## src/rtl/perm3_pkg.sv

```systemverilog
// rtl/perm3_pkg.sv - shared types, sizes and default tables for the perm3 decoder
package perm3_pkg;

  localparam int W = 3;
  localparam int N = 1 << W;

  typedef enum logic [1:0] {
    RUN,
    CLEAR,
    BUILD
  } state_t;

  // Packed with entry 0 in the low bits: fwd 0->7,1->6,2->4,3->5,4->1,5->0,6->2,7->3
  localparam logic [23:0] FWD3 = {3'd3, 3'd2, 3'd0, 3'd1, 3'd5, 3'd4, 3'd6, 3'd7};
  localparam logic [23:0] INV3 = {3'd0, 3'd1, 3'd3, 3'd2, 3'd7, 3'd6, 3'd4, 3'd5};

  function automatic logic [W-1:0] dflt_fwd(input int i);
    if (W == 3) return W'(FWD3[i*3 +: 3]);
    return W'(i);
  endfunction

  function automatic logic [W-1:0] dflt_inv(input int i);
    if (W == 3) return W'(INV3[i*3 +: 3]);
    return W'(i);
  endfunction

endpackage

```

## src/rtl/perm3_if.sv

```systemverilog
// rtl/perm3_if.sv - code-word input stream and decoded output stream
interface perm3_if;
  import perm3_pkg::*;

  logic         in_valid;
  logic         in_ready;
  logic [W-1:0] in_code;
  logic         out_valid;
  logic         out_ready;
  logic [W-1:0] out_data;
  logic         out_err;

  modport slave (
    input  in_valid, in_code, out_ready,
    output in_ready, out_valid, out_data, out_err
  );

  modport master (
    output in_valid, in_code, out_ready,
    input  in_ready, out_valid, out_data, out_err
  );

endinterface

```

## src/rtl/perm3_inv_builder.sv

```systemverilog
// rtl/perm3_inv_builder.sv - rebuilds the inverse table from the forward table
// and flags any forward value hit twice.
module perm3_inv_builder
  import perm3_pkg::*;
(
  input  logic         clk,
  input  logic         rst_n,
  input  logic         restart,
  input  logic [W-1:0] fwd_val,
  output logic [W-1:0] idx,
  input  logic [W-1:0] lk_code,
  output logic [W-1:0] lk_data,
  output logic         lk_vld,
  output logic         busy,
  output logic         ok
);

  state_t       state;
  logic         dup;
  logic [W-1:0] inv [N];
  logic [N-1:0] inv_vld;

  always_ff @(posedge clk or negedge rst_n) begin
    if (!rst_n) begin
      state   <= RUN;
      idx     <= '0;
      dup     <= 1'b0;
      ok      <= 1'b1;
      busy    <= 1'b0;
      inv_vld <= '1;
      for (int i = 0; i < N; i++) inv[i] <= dflt_inv(i);
    end else if (restart) begin
      // A write at any point invalidates the partial inverse; start over.
      state <= CLEAR;
      busy  <= 1'b1;
    end else begin
      case (state)
        CLEAR: begin
          inv_vld <= '0;
          dup     <= 1'b0;
          idx     <= '0;
          state   <= BUILD;
        end
        BUILD: begin
          if (inv_vld[fwd_val]) begin
            dup <= 1'b1;
          end else begin
            inv[fwd_val]     <= idx;
            inv_vld[fwd_val] <= 1'b1;
          end
          if (idx == W'(N - 1)) begin
            state <= RUN;
            busy  <= 1'b0;
            ok    <= !(dup || inv_vld[fwd_val]);
            idx   <= '0;
          end else begin
            idx <= idx + W'(1);
          end
        end
        default: state <= RUN;
      endcase
    end
  end

  assign lk_data = inv[lk_code];
  assign lk_vld  = inv_vld[lk_code];

endmodule

```

## src/rtl/perm3_decoder.sv

```systemverilog
// rtl/perm3_decoder.sv - streaming inverse of the perm3 encoder with a
// run-time-loadable forward table and 1-deep registered output.
module perm3_decoder
  import perm3_pkg::*;
(
  input  logic         clk,
  input  logic         rst_n,
  perm3_if.slave       bus,
  input  logic         tbl_wr_en,
  input  logic [W-1:0] tbl_wr_addr,
  input  logic [W-1:0] tbl_wr_data,
  output logic         tbl_busy,
  output logic         tbl_ok
);

  logic [W-1:0] fwd [N];
  logic [W-1:0] idx;
  logic [W-1:0] lk_data;
  logic         lk_vld;
  logic         out_valid_q;
  logic [W-1:0] out_data_q;
  logic         out_err_q;
  logic         xfer;

  always_ff @(posedge clk or negedge rst_n) begin
    if (!rst_n) begin
      for (int i = 0; i < N; i++) fwd[i] <= dflt_fwd(i);
    end else if (tbl_wr_en) begin
      fwd[tbl_wr_addr] <= tbl_wr_data;
    end
  end

  perm3_inv_builder u_builder (
    .clk     (clk),
    .rst_n   (rst_n),
    .restart (tbl_wr_en),
    .fwd_val (fwd[idx]),
    .idx     (idx),
    .lk_code (bus.in_code),
    .lk_data (lk_data),
    .lk_vld  (lk_vld),
    .busy    (tbl_busy),
    .ok      (tbl_ok)
  );

  assign bus.in_ready = !tbl_busy && !tbl_wr_en && (!out_valid_q || bus.out_ready);
  assign xfer         = bus.in_valid && bus.in_ready;

  always_ff @(posedge clk or negedge rst_n) begin
    if (!rst_n) begin
      out_valid_q <= 1'b0;
      out_data_q  <= '0;
      out_err_q   <= 1'b0;
    end else if (xfer) begin
      out_valid_q <= 1'b1;
      out_data_q  <= lk_vld ? lk_data : '0;
      out_err_q   <= !lk_vld;
    end else if (bus.out_ready) begin
      out_valid_q <= 1'b0;
    end
  end

  assign bus.out_valid = out_valid_q;
  assign bus.out_data  = out_data_q;
  assign bus.out_err   = out_err_q;

endmodule

```

## src/flat_wrapper.sv

```systemverilog
// flat-port wrapper written by rule: the top's interface ports become plain ports
module perm3_decoder_flat import perm3_pkg::*;
  (clk, rst_n, tbl_wr_en, tbl_wr_addr, tbl_wr_data, tbl_busy, tbl_ok, bus_in_valid, bus_in_code, bus_out_ready, bus_in_ready, bus_out_valid, bus_out_data, bus_out_err);
  perm3_if bus_i ();
  input  logic clk;
  input  logic rst_n;
  input  logic tbl_wr_en;
  input  logic [W-1:0] tbl_wr_addr;
  input  logic [W-1:0] tbl_wr_data;
  output logic tbl_busy;
  output logic tbl_ok;
  input wire logic [$bits(bus_i.in_valid)-1:0] bus_in_valid;
  input wire logic [$bits(bus_i.in_code)-1:0] bus_in_code;
  input wire logic [$bits(bus_i.out_ready)-1:0] bus_out_ready;
  output wire logic [$bits(bus_i.in_ready)-1:0] bus_in_ready;
  output wire logic [$bits(bus_i.out_valid)-1:0] bus_out_valid;
  output wire logic [$bits(bus_i.out_data)-1:0] bus_out_data;
  output wire logic [$bits(bus_i.out_err)-1:0] bus_out_err;
  assign bus_i.in_valid = bus_in_valid;
  assign bus_i.in_code = bus_in_code;
  assign bus_i.out_ready = bus_out_ready;
  assign bus_in_ready = bus_i.in_ready;
  assign bus_out_valid = bus_i.out_valid;
  assign bus_out_data = bus_i.out_data;
  assign bus_out_err = bus_i.out_err;
  perm3_decoder u_core (.clk(clk), .rst_n(rst_n), .bus(bus_i), .tbl_wr_en(tbl_wr_en), .tbl_wr_addr(tbl_wr_addr), .tbl_wr_data(tbl_wr_data), .tbl_busy(tbl_busy), .tbl_ok(tbl_ok));
endmodule
```

## config.mk

```make
export PLATFORM = sky130hd
export DESIGN_NAME = perm3_decoder_flat
export DESIGN_NICKNAME = d
export VERILOG_FILES = /design/src/rtl/perm3_pkg.sv /design/src/rtl/perm3_if.sv /design/src/rtl/perm3_inv_builder.sv /design/src/rtl/perm3_decoder.sv /design/src/flat_wrapper.sv
export SDC_FILE = /design/constraint.sdc
export NUM_CORES = 1
export LEC_CHECK = 0
export CORE_AREA = 4 4 85 87
export DETAILED_ROUTE_END_ITERATION = 6
export DIE_AREA = 0 0 89 91
export PLACE_DENSITY = 0.75
export SYNTH_ARGS = -nofsm -noshare
export SYNTH_HDL_FRONTEND = slang
export SYNTH_SLANG_ARGS = --single-unit
```

## constraint.sdc

```tcl
create_clock -name clk -period 2.2 [get_ports clk]
set_input_delay 0.22 -clock clk [delete_from_list [all_inputs] [get_ports clk]]
set_output_delay 0.22 -clock clk [all_outputs]
set_load 0.05 [all_outputs]
```

## After elaboration in Yosys (flattened, before gate mapping)

Cells that the tools add are included.

- Register bits after elaboration: 69
- Output and inout port bits: 8
- Input port bits: 14

- Bitwise logic cells: 7
- Equality and inequality tests: 6
- Muxes and demuxes: 33
- Reductions and logical operators: 23
- Magnitude comparators: 9
- Add/subtract/negate cells: 1

Operators by type and width:

| kind | count |
|---|---|
| 24-bit bitwise mux | 2 |
| 3-bit 2-to-1 mux | 8 |
| 3-bit binary-select mux with 3-bit select | 2 |
| 3-bit demux with 3-bit select | 2 |
| 4-bit greater-or-equal comparator, second input constant | 4 |
| 3-bit inverter with 4-bit output | 4 |
| 8-bit one-hot mux with 2 select lines | 1 |
| 3-bit AND reduction | 4 |
| 1-bit 2-to-1 mux | 9 |
| 3-bit by 4-bit less-than comparator with 1-bit output, second input constant | 2 |
| 4-bit by 1-bit less-than comparator with 1-bit output, second input constant | 2 |
| 8-bit 2-to-1 mux | 1 |
| 8-bit bitwise OR | 1 |
| 2-bit nonzero test | 4 |
| 1-bit binary-select mux with 3-bit select | 2 |
| 1-bit logical AND | 6 |
| 3-bit one-hot mux with 2 select lines | 1 |
| 1-bit logical NOT | 5 |
| 2-bit 2-to-1 mux | 2 |
| 2-bit inequality test, second input constant | 2 |
| 2-bit one-hot mux with 2 select lines | 1 |
| 2-bit AND reduction | 2 |
| 3-bit by 1-bit adder with 3-bit output, second input constant | 1 |
| 1-bit demux with 3-bit select | 1 |
| other kinds (8) | 10 |

## Logic depth before layout (Yosys ltp)

Gate-level depths: netlist (run 1).

- Word-level depth: 11
- Gate-level depth with buffers: 8
- Gate-level depth less buffers: 6

## By module

Synthesis (run 1) repeated with hierarchy kept, for this count alone.

- Cells, all modules: 252
- Area total of the unflattened synthesis: 3423.3 µm²

By module, submodules not included:

| module | sequential area each (µm²) | area each (µm²) | instances | cells each |
|---|---|---|---|---|
| perm3_inv_builder | 1027.2 | 2035.7 | 1 | 163 |
| perm3_decoder | 740.7 | 1387.6 | 1 | 89 |

## Worst setup path after synthesis (run 1)

No wires, ideal clock.

- Path type: register to register
- Start: register u_core.out_valid_q (netlist: u_core.bus.out_valid)
- End: register u_core.out_data_q[0] (netlist: u_core.bus.out_data[0])
- Buffers on the path: 0
- Clock period less this slack: 2.770 ns
- Arrival: 2.688 ns
- Setup time: 0.083 ns
- Path slack: -0.570 ns
- Cell stages (with the launch flop): 6
- Cells stage by stage: dfrtp_1 -> nor2b_1 -> nor3_1 -> nand2_1 -> or2_2 -> o21ai_0

- Longest elaborated chain between the ends: 4

RTL lines:

| element | RTL line | source |
|---|---|---|
| from (decl) | perm3_decoder.sv:20 | `logic out_valid_q;` |
| from (signal assigned) | perm3_decoder.sv:51 | `out_valid_q <= 1'b0;` |
| from (signal assigned) | perm3_decoder.sv:55 | `out_valid_q <= 1'b1;` |
| from (signal assigned) | perm3_decoder.sv:59 | `out_valid_q <= 1'b0;` |
| 1-bit logical NOT | perm3_decoder.sv:46 | `assign bus.in_ready = !tbl_busy && !tbl_wr_en && (!out_valid_q \|\| bus.out_ready);` |
| 1-bit logical OR | perm3_decoder.sv:46 |  |
| 1-bit logical AND | perm3_decoder.sv:46 |  |
| via bus_in_ready | flat_wrapper.sv:15 | `output wire logic [$bits(bus_i.in_ready)-1:0] bus_in_ready;` |
| 1-bit logical AND | perm3_decoder.sv:47 | `assign xfer = bus.in_valid && bus.in_ready;` |
| to (signal assigned) | perm3_decoder.sv:56 | `out_data_q <= lk_vld ? lk_data : '0;` |
| to (decl) | perm3_decoder.sv:21 | `logic [W-1:0] out_data_q;` |

The timed path passes the listed nets, and every way through them passes these cells.
A chain may end at the register's enable or synchronous reset.

## Final worst setup path (run 1)

- Start: register u_core.u_builder.idx[0]
- End: register u_core.u_builder.inv_vld[7]

- Longest elaborated chain between the ends: 11
- Elaborated cells between the ends (all ways): 16
- Those cells by class: order compare: 2; eq/ne: 1; mux: 9; bitwise: 2; reduce/logical: 2

RTL lines:

| element | RTL line | source |
|---|---|---|
| from (decl) | perm3_inv_builder.sv:10 | `output logic [W-1:0] idx,` |
| from (signal assigned) | perm3_inv_builder.sv:57 | `idx <= idx + W'(1);` |
| 3-bit inverter with 4-bit output (implied by the code) * | perm3_decoder.sv:37 | `.fwd_val (fwd[idx]),` |
| 3-bit binary-select mux with 3-bit select * | perm3_decoder.sv:37 |  |
| 3-bit 2-to-1 mux (implied by the code) * (2 in a row) | perm3_decoder.sv:37 |  |
| 3-bit by 4-bit less-than comparator with 1-bit output (implied by the code) or 3-bit by 1-bit greater-or-equal comparator with 1-bit output (tied branches) | perm3_inv_builder.sv:49 | `inv_vld[fwd_val] <= 1'b1;` |
| 1-bit logical AND (implied by the code) | perm3_inv_builder.sv:49 |  |
| 1-bit 2-to-1 mux (implied by the code) | perm3_inv_builder.sv:49 |  |
| 1-bit demux with 3-bit select | perm3_inv_builder.sv:49 |  |
| 8-bit bitwise OR (no source line) | - |  |
| 8-bit 2-to-1 mux | perm3_inv_builder.sv:45 | `if (inv_vld[fwd_val]) begin` |
| 8-bit one-hot mux with 2 select lines | perm3_inv_builder.sv:37 | `case (state)` |
| to (signal assigned) | perm3_inv_builder.sv:30 | `inv_vld <= '1;` |
| to (signal assigned) | perm3_inv_builder.sv:39 | `inv_vld <= '0;` |
| to (signal, indexed assignment) | perm3_inv_builder.sv:49 |  |
| to (decl) | perm3_inv_builder.sv:21 | `logic [N-1:0] inv_vld;` |

Mark *: on every way between the ends. The rest lies on a longest branch, timed or not. The select of a mux whose other input is x is not followed.

==> impl_metrics.xml, run 1 <==
<?xml version="1.0" encoding="UTF-8"?>
<metrics>
  <group name="status">
    <metric name="status" unit="">finished, violations left</metric>
    <metric name="violations" unit="">setup timing</metric>
  </group>
  <group name="placement">
    <metric name="place_hpwl" unit="um">4870</metric>
    <metric name="gp_congestion" unit="">0.796</metric>
    <metric name="io_buffer_count" unit="">21</metric>
  </group>
  <group name="power">
    <metric name="p_clk_share" unit="%">30.8</metric>
    <metric name="p_comb_share" unit="%">20.7</metric>
    <metric name="max-vdd-ir-drop" unit="V">0.000525</metric>
    <metric name="power_frac_seq" unit="%">48.5</metric>
    <metric name="cellPowerDensity" unit="mW/mm^2">767</metric>
    <metric name="netSwitchingPower" unit="W">0.000860</metric>
    <metric name="p_leak" unit="nW">1.75</metric>
    <metric name="sw_frac_of_total" unit="%">26.8</metric>
    <metric name="cell_internal_pwr" unit="W">0.00235</metric>
  </group>
  <group name="critical_path">
    <metric name="cp_slowest_cell" unit="">sky130_fd_sc_hd__mux4_2</metric>
    <metric name="worst-r2r-cell-count" unit="">8</metric>
    <metric name="timing.critical_path.cells" unit="">buf_12, mux4_2, nor3_1, a21oi_2, buf_4, o22ai_2, a221o_1, a32o_1</metric>
    <metric name="cp.buffers_inverters" unit="">2</metric>
    <metric name="cp_slowest_stage_delay" unit="ps">540</metric>
    <metric name="cp_data_required_time" unit="ps">2470</metric>
    <metric name="critical_path_depth" unit="">8</metric>
    <metric name="crit_path_start_kind" unit="">register</metric>
    <metric name="crit_path_max_fanout" unit="">8</metric>
    <metric name="critPathKind" unit="">register to register</metric>
    <metric name="crit_arrival" unit="ps">2550</metric>
    <metric name="worstSetupEndpointType" unit="">register</metric>
    <metric name="crit_path_leading_delay_family" unit="">compound AO/OA/AOI/OAI gates</metric>
  </group>
  <group name="sta">
    <metric name="holdWs" unit="ps">439</metric>
    <metric name="report.final.hold_viol_count" unit="">0</metric>
    <metric name="slew_headroom" unit="%">66.1</metric>
    <metric name="layout_worst_path_cycle_share" unit="%">104</metric>
    <metric name="post-route-min-period" unit="ps">2280</metric>
    <metric name="finalSetupViolCount" unit="">19</metric>
    <metric name="fmax" unit="MHz">439</metric>
    <metric name="fin_worst_skew" unit="ps">8.78</metric>
    <metric name="timing.final.ws_setup" unit="ps">-77.8</metric>
    <metric name="tightest_slew" unit="ps">507</metric>
    <metric name="setup_repair_after_global_routing_missed_its_margin" unit="">yes</metric>
    <metric name="finalMaxSlewViolations" unit="">0</metric>
  </group>
  <group name="clock_tree">
    <metric name="cts_max_level" unit="">3</metric>
    <metric name="cts_tree" unit="">done</metric>
    <metric name="cts.clk_slew.worst_paths" unit="ps">70</metric>
    <metric name="cts_root_buf" unit="">sky130_fd_sc_hd__clkbuf_8</metric>
    <metric name="clock_insertion_delay_worst_skew" unit="ps">340</metric>
    <metric name="cts_buffers" unit="">9</metric>
    <metric name="ctsLongestPathBuffers" unit="">2</metric>
    <metric name="sinks_on_the_clock_net" unit="">69</metric>
  </group>
  <group name="cells_and_area">
    <metric name="final_util" unit="%">65.8</metric>
    <metric name="flow.area_growth_from_synthesis" unit="%">23.5</metric>
    <metric name="fin_nets" unit="">317</metric>
    <metric name="antenna_cells" unit="">0</metric>
    <metric name="post_route_cells_drive_above_1_share" unit="%">52.6</metric>
  </group>
  <group name="synthesis">
    <metric name="netlist-cell-type-count" unit="">36</metric>
    <metric name="ys_top_cells_by_area" unit="">sky130_fd_sc_hd__dfrtp_1 27%, sky130_fd_sc_hd__dfstp_2 26%, sky130_fd_sc_hd__mux2_2 17%</metric>
    <metric name="synthesis.area_per_instance" unit="sq um">13.6</metric>
    <metric name="netlist_area" unit="sq mm">0.00338</metric>
    <metric name="synth_sequential_area_ratio" unit="%">52.3</metric>
    <metric name="post_synth_inst_count" unit="">249</metric>
    <metric name="synth_top_area_cell" unit="">sky130_fd_sc_hd__dfrtp_1</metric>
    <metric name="area_share_of_the_largest_cell_type_after_synthesis" unit="%">26.6</metric>
    <metric name="post-synth-top-count-cell" unit="">sky130_fd_sc_hd__mux2_2</metric>
    <metric name="post_synthesis_net_count" unit="">267</metric>
    <metric name="synth-edff-count" unit="">0</metric>
    <metric name="ys_ff_latch" unit="">69</metric>
    <metric name="yosysWarningCount" unit="">0</metric>
    <metric name="synth-async-reset-ratio" unit="%">100</metric>
    <metric name="synth_ff_type" unit="">sky130_fd_sc_hd__dfrtp_1</metric>
    <metric name="post_synth_most_frequent_cells" unit="">51 x sky130_fd_sc_hd__mux2_2, 36 x sky130_fd_sc_hd__dfrtp_1, 33 x sky130_fd_sc_hd__dfstp_2</metric>
  </group>
  <group name="drt">
    <metric name="met1Wirelength" unit="um">3120</metric>
    <metric name="vias_per_cell" unit="">5.69</metric>
    <metric name="final_antenna_net_count" unit="">0</metric>
    <metric name="wl" unit="um">6790</metric>
    <metric name="wl_met2" unit="um">3350</metric>
    <metric name="drt_first_pass_iters" unit="">4</metric>
    <metric name="drc_errors" unit="">0</metric>
    <metric name="dr.first_iter.drc_count" unit="">97</metric>
    <metric name="top_layer" unit="">met4</metric>
    <metric name="routed-wl-met3" unit="um">217</metric>
    <metric name="vias" unit="">2168</metric>
    <metric name="wire_per_inst" unit="um">17.8</metric>
  </group>
  <group name="global_route">
    <metric name="initial_antenna_violation_count" unit="">0</metric>
    <metric name="overflow_after_grt" unit="">0</metric>
    <metric name="vias_in_the_first_global_route" unit="">2320</metric>
    <metric name="largest_net_degree_at_the_start_of_global_routing" unit="">70</metric>
    <metric name="grt_first_pass_wirelength" unit="um">11600</metric>
    <metric name="grtUsageTotal" unit="%">18.7</metric>
  </group>
  <group name="die">
    <metric name="row_count" unit="">29</metric>
    <metric name="die_x" unit="um">89</metric>
    <metric name="core_footprint" unit="sq mm">0.00635</metric>
    <metric name="die_height" unit="um">91</metric>
    <metric name="pin_count" unit="">22</metric>
    <metric name="design.die.area" unit="sq mm">0.00810</metric>
    <metric name="initial_utilization" unit="%">53.3</metric>
  </group>
  <group name="hold_path">
    <metric name="worst_hold_path_type" unit="">input port to asynchronous set/reset pin</metric>
  </group>
  <group name="run">
    <metric name="cap_violations" unit="">0</metric>
  </group>
</metrics>
## cell families after synthesis
family                     Yosys count  share of synthesized area (%)
AOI/OAI and AO/OA                   22                           4.62
adders and majority gates            4                           1.48
buffers and inverters               15                           2.22
DFF                                 69                           52.3
muxes                               75                           28.9
and+or+nand+nor                     64                           10.5
## state kept, by name, indices dropped and copies added (netlist names)
| register | count |
|---|---|
| u_core.u_builder.inv | 24 |
| u_core.bus.out_err | 1 |
| u_core.u_builder.idx | 3 |
| u_core.u_builder.dup | 1 |
| u_core.bus.out_data | 3 |
| u_core.bus.out_valid | 1 |
| u_core.u_builder.state | 2 |
| u_core.fwd | 24 |
| u_core.u_builder.ok | 1 |
| u_core.u_builder.busy | 1 |
| u_core.u_builder.inv_vld | 8 |
## per-layer routing
layer | GRT usage (%) | up-vias
li1 | - | 1009
met1 | 26.1 | 1115
met2 | 28.9 | 35
met3 | 3.80 | 9
met4 | 6.70 | 0
met5 | 0 | -
## cells in the final DEF, fill, tap and decap left out, types with 2 or more instances in the layout
master	n
sky130_fd_sc_hd__clkbuf_1	2
sky130_fd_sc_hd__buf_6	3
sky130_fd_sc_hd__buf_4	22
sky130_fd_sc_hd__a21o_1	2
sky130_fd_sc_hd__nand3_1	3
sky130_fd_sc_hd__or2_2	3
sky130_fd_sc_hd__nor3_1	3
sky130_fd_sc_hd__buf_12	3
sky130_fd_sc_hd__nor3b_4	4
sky130_fd_sc_hd__nand4b_1	3
sky130_fd_sc_hd__nor2_1	10
sky130_fd_sc_hd__mux2_4	6
sky130_fd_sc_hd__dfstp_2	33
sky130_fd_sc_hd__clkbuf_8	9
sky130_fd_sc_hd__clkinv_2	3
sky130_fd_sc_hd__nor3b_1	2
sky130_fd_sc_hd__nor3_2	4
sky130_fd_sc_hd__mux4_2	13
sky130_fd_sc_hd__inv_1	5
sky130_fd_sc_hd__nor2b_1	3
sky130_fd_sc_hd__clkdlybuf4s50_1	19
sky130_fd_sc_hd__nand2b_1	3
sky130_fd_sc_hd__mux2_2	45
sky130_fd_sc_hd__mux2i_1	11
sky130_fd_sc_hd__o21ai_0	5
sky130_fd_sc_hd__a21oi_1	4
sky130_fd_sc_hd__nand2_1	18
sky130_fd_sc_hd__a32o_1	2
sky130_fd_sc_hd__dfrtp_1	36
sky130_fd_sc_hd__ha_1	4
## power groups by stage
| stage | registers (W) | clock network [W] | logic, W |
|---|---|---|---|
| 3_5_place_dp | 0.00157 | 0 | 0.000592 |
| 5_1_grt | 0.00158 | 0.00107 | 0.000727 |
| 4_1_cts | 0.00155 | 0.00101 | 0.000646 |
| 3_3_place_gp | 0.00157 | 0 | 0.000571 |
| 2_1_floorplan | 0.00154 | 0 | 0.000398 |
| 6_report | 0.00156 | 0.000987 | 0.000665 |
## final cells by class
class	instances	area, sq um
clock buffers	11	131
clock inverters	5	52.6
fillers	456	2170
inverters	5	18.8
multi-input cells	165	1650
flip-flops and latches	69	1770
well taps	77	96.3
repair buffers	49	464
## final timing paths
kind	to	startpoint	slack, ps
max reg2reg	u_core.u_builder.inv_vld[7]	u_core.u_builder.idx[0]	-80
max	u_core.u_builder.inv_vld[7]	u_core.u_builder.idx[0]	-80
min in group clk	u_core.bus.out_data[0]	u_core.bus.out_data[0]	480
min	u_core.u_builder.busy	rst_n	440
min reg2reg	u_core.bus.out_data[0]	u_core.bus.out_data[0]	480
max in group asynchronous	u_core.u_builder.inv[3]	rst_n	1420
## repair_timing
item,in CTS,in global routing
hold endpoints to repair,36,0
setup buffers,2,1
endpoints found under the setup margin,21,29
resized for setup,16,8
gates cloned,0,0
hold buffers,1,0
pin swaps,6,2
## worst register-to-register path: stages (launching register included)
cell and delay [ps]:
sky130_fd_sc_hd__dfrtp_1 410, sky130_fd_sc_hd__buf_12 150, sky130_fd_sc_hd__mux4_2 540, sky130_fd_sc_hd__nor3_1 280
sky130_fd_sc_hd__a21oi_2 100, sky130_fd_sc_hd__buf_4 170, sky130_fd_sc_hd__o22ai_2 170, sky130_fd_sc_hd__a221o_1 210
sky130_fd_sc_hd__a32o_1 180
## stage by stage
step	instance area (sq um)	cells	TNS (ps)	worst slack [ps]	power, W
6_report	4180	381	-784	-77.8	0.00321
5_1_grt	4180	381	-3730	-218	0.00337
4_1_cts	4140	380	-455	-71.2	0.00321
3_5_place_dp	3860	361	-748	-80.5	0.00217
3_3_place_gp	3860	361	-143	-30.8	0.00214
2_1_floorplan	3400	249	0	23.4	0.00194
No activity file was read; power rests on OpenSTA's default activity.
==> run 2: changes to the inputs <==
Settings changed: ABC_AREA set to 1, CORE_AREA 4 4 85 87 to 4 4 89 91, DIE_AREA 0 0 89 91 to 0 0 93 95.
==> run 2 against run 1 <==
- the flow now finishes without violations
- clock skew rose by 2.4 ps
- sequential cell count did not move
- cell area rose by 6.4%
- largest cell class is now multi-input combinational cells
==> impl_metrics.xml, run 2 <==
<?xml version="1.0" encoding="UTF-8"?>
<metrics>
  <group name="status">
    <metric name="status" unit="">finished clean</metric>
  </group>
  <group name="drt">
    <metric name="drt_first_pass_iters" unit="">5</metric>
    <metric name="vias" unit="">3307</metric>
    <metric name="final_antenna_net_count" unit="">0</metric>
    <metric name="wl" unit="um">8760</metric>
    <metric name="vias_per_cell" unit="">5.37</metric>
    <metric name="drc_errors" unit="">0</metric>
    <metric name="dr.first_iter.drc_count" unit="">250</metric>
    <metric name="wire_per_inst" unit="um">14.2</metric>
  </group>
  <group name="sta">
    <metric name="slew_headroom" unit="%">58.8</metric>
    <metric name="tightest_slew" unit="ps">619</metric>
    <metric name="post-route-min-period" unit="ps">2050</metric>
    <metric name="setup_total_negative_slack" unit="ps">0</metric>
    <metric name="holdWs" unit="ps">428</metric>
    <metric name="finalMaxSlewViolations" unit="">0</metric>
    <metric name="fmax" unit="MHz">488</metric>
    <metric name="setup_repair_after_global_routing_missed_its_margin" unit="">no</metric>
    <metric name="finalSetupViolCount" unit="">0</metric>
    <metric name="fin_worst_skew" unit="ps">11.2</metric>
    <metric name="report.final.hold_viol_count" unit="">0</metric>
    <metric name="layout_worst_path_cycle_share" unit="%">93.1</metric>
  </group>
  <group name="synthesis">
    <metric name="ys_top_cells_by_area" unit="">sky130_fd_sc_hd__dfrtp_1 24%, sky130_fd_sc_hd__dfstp_2 23%, sky130_fd_sc_hd__nand2_1 14%</metric>
    <metric name="synth_top_area_cell" unit="">sky130_fd_sc_hd__dfrtp_1</metric>
    <metric name="synthesis.area_per_instance" unit="sq um">7.95</metric>
    <metric name="ys_ff_latch" unit="">69</metric>
    <metric name="post_synth_most_frequent_cells" unit="">139 x sky130_fd_sc_hd__nand2_1, 49 x sky130_fd_sc_hd__o21ai_0, 46 x sky130_fd_sc_hd__nand3_1</metric>
    <metric name="synth-edff-count" unit="">0</metric>
    <metric name="yosysWarningCount" unit="">0</metric>
    <metric name="post_synth_inst_count" unit="">474</metric>
    <metric name="post-synth-top-count-cell" unit="">sky130_fd_sc_hd__nand2_1</metric>
    <metric name="post_synthesis_net_count" unit="">492</metric>
    <metric name="netlist_area" unit="sq mm">0.00377</metric>
    <metric name="synth_sequential_area_ratio" unit="%">46.9</metric>
    <metric name="synth-async-reset-ratio" unit="%">100</metric>
    <metric name="area_share_of_the_largest_cell_type_after_synthesis" unit="%">23.9</metric>
    <metric name="synth_ff_type" unit="">sky130_fd_sc_hd__dfrtp_1</metric>
    <metric name="netlist-cell-type-count" unit="">32</metric>
  </group>
  <group name="die">
    <metric name="initial_utilization" unit="%">52.8</metric>
    <metric name="row_count" unit="">31</metric>
    <metric name="design.die.area" unit="sq mm">0.00884</metric>
    <metric name="pin_count" unit="">22</metric>
    <metric name="die_height" unit="um">95</metric>
    <metric name="core_footprint" unit="sq mm">0.00714</metric>
    <metric name="die_x" unit="um">93</metric>
  </group>
  <group name="placement">
    <metric name="io_buffer_count" unit="">21</metric>
    <metric name="place_hpwl" unit="um">6310</metric>
    <metric name="postPlaceCellArea" unit="sq mm">0.00415</metric>
    <metric name="gp_congestion" unit="">0.888</metric>
  </group>
  <group name="global_route">
    <metric name="overflow_after_grt" unit="">0</metric>
    <metric name="initial_antenna_violation_count" unit="">0</metric>
    <metric name="largest_net_degree_at_the_start_of_global_routing" unit="">44</metric>
    <metric name="grtUsageTotal" unit="%">21.1</metric>
    <metric name="grt_first_pass_wirelength" unit="um">14800</metric>
    <metric name="vias_in_the_first_global_route" unit="">3249</metric>
  </group>
  <group name="clock_tree">
    <metric name="ctsLongestPathBuffers" unit="">2</metric>
    <metric name="clock_insertion_delay_worst_skew" unit="ps">340</metric>
    <metric name="cts_buffers" unit="">9</metric>
    <metric name="cts_root_buf" unit="">sky130_fd_sc_hd__clkbuf_8</metric>
    <metric name="cts_max_level" unit="">3</metric>
    <metric name="cts_tree" unit="">done</metric>
    <metric name="sinks_on_the_clock_net" unit="">69</metric>
    <metric name="cts.clk_slew.worst_paths" unit="ps">80</metric>
  </group>
  <group name="critical_path">
    <metric name="cp_data_required_time" unit="ps">2490</metric>
    <metric name="crit_arrival" unit="ps">2330</metric>
    <metric name="worst-r2r-cell-count" unit="">12</metric>
    <metric name="crit_path_start_kind" unit="">register</metric>
    <metric name="critPathKind" unit="">register to register</metric>
    <metric name="cp_slowest_stage_delay" unit="ps">440</metric>
    <metric name="crit_top_cell" unit="">sky130_fd_sc_hd__nand2_1</metric>
    <metric name="cp_slowest_cell" unit="">sky130_fd_sc_hd__dfrtp_2</metric>
    <metric name="worstSetupEndpointType" unit="">register</metric>
    <metric name="crit_path_max_fanout" unit="">12</metric>
    <metric name="rrSetupSlack" unit="ps">150</metric>
    <metric name="timing.critical_path.cells" unit="">buf_4, o211ai_1, o21ai_2, nand2_1, nand2_2, nand2_1, nand2_1, nand2_4, nand2_8, nor2_4, nand3_1, nand2_1</metric>
  </group>
  <group name="cells_and_area">
    <metric name="post_route_cells_drive_above_1_share" unit="%">20.3</metric>
    <metric name="reg_top3" unit="">u_core.fwd (24), u_core.u_builder.inv (24), u_core.u_builder.inv_vld (8)</metric>
    <metric name="post-route-cell-area" unit="sq mm">0.00445</metric>
    <metric name="fin_nets" unit="">530</metric>
    <metric name="final_util" unit="%">62.3</metric>
    <metric name="antenna_cells" unit="">0</metric>
    <metric name="mostFrequentLayoutCell" unit="">sky130_fd_sc_hd__nand2_1</metric>
    <metric name="commonest_non_fill_non_tap_cells_in_the_layout" unit="">138 x sky130_fd_sc_hd__nand2_1, 49 x sky130_fd_sc_hd__o21ai_0, 46 x sky130_fd_sc_hd__nand3_1</metric>
    <metric name="flow.area_growth_from_synthesis" unit="%">18.0</metric>
  </group>
  <group name="power">
    <metric name="max-vdd-ir-drop" unit="V">0.000522</metric>
    <metric name="p_leak" unit="nW">2.06</metric>
    <metric name="cellPowerDensity" unit="mW/mm^2">760</metric>
  </group>
  <group name="run">
    <metric name="cap_violations" unit="">0</metric>
  </group>
  <group name="hold_path">
    <metric name="worst_hold_path_type" unit="">input port to asynchronous set/reset pin</metric>
  </group>
</metrics>
==> run 2: changes by cell type after synthesis, sizes merged, moves of 11 or more <==
cell	change
inv	+38
nor2	+32
mux2	-51
o21ai	+53
mux2i	-11
nand3	+47
mux4	-13
nand2	+134
==> run 2: worst paths after layout <==
| kind | startpoint | end |
|---|---|---|
| max | u_core.u_builder.idx[0] | u_core.u_builder.inv[21] |
| min | rst_n | u_core.bus.out_data[1] |
| max reg2reg | u_core.u_builder.idx[0] | u_core.u_builder.inv[21] |
| min reg2reg | u_core.u_builder.inv[7] | u_core.u_builder.inv[7] |
| max in group asynchronous | rst_n | u_core.u_builder.inv_vld[5] |
| min in group clk | tbl_wr_data[1] | u_core.fwd[1] |
==> run 2: critical path: cells and delay by family, from the launching register on <==
kind | cells | cell delay, ps
buffers and inverters | 1 | 170
flip-flops | 1 | 440
AO/OA/AOI/OAI | 2 | 350
AND/OR/NAND/NOR | 9 | 1030
==> run 2: kinds of logic (layout without fill, tap and decap cells) <==
group | after synthesis | after routing | share of synthesized area, %
AO/OA/AOI/OAI | 88 | 88 | 13.2
adder cells (fa/ha/maj) | 4 | 4 | 1.33
buffers and inverters | 56 | 98 | 6.77
flip-flops | 69 | 69 | 46.9
AND/OR/NAND/NOR | 257 | 258 | 31.8
==> run 2: area by class of cell <==
| cell class | count | area (sq um) |
|---|---|---|
| Tap cell | 99 | 124 |
| Clock buffer | 13 | 159 |
| Clock inverter | 3 | 67.6 |
| Timing Repair Buffer | 39 | 369 |
| Inverter | 43 | 164 |
| Sequential cell | 69 | 1770 |
| Fill cell | 650 | 2690 |
| Multi-Input combinational cell | 350 | 1790 |
==> run 2: power breakdown <==
part | internal [W] | total [W] | switching (W)
Combinational | 0.000250 | 0.000705 | 0.000455
Sequential | 0.00143 | 0.00151 | 0.0000742
Clock | 0.000702 | 0.00117 | 0.000464
==> run 2: metal layers <==
layer  up-vias  part of all wire (%)  track usage (%)
li1       1634                     -                -
met1      1556                    45             26.2
met2        95                    48             35.7
met3        22                   4.9             4.38
met4         0                   2.8             9.52
met5         -                     0                0
==> run 2: through the flow <==
step	std cells	setup slack [ps]	total power, W
floorplan	474	95.4	0.00199
global placement	597	171	0.00218
detailed placement	597	156	0.00219
CTS	614	138	0.00336
global route	616	5.90	0.00355
finish	616	152	0.00338
==> run 2: timing repair <==
item / in CTS / in global routing
resized for setup: 0 / 9
endpoints found under the setup margin: 0 / 32
hold buffers: 1 / 0
buffers inserted: 0 / 1
endpoints found under the hold margin: 13 / 0
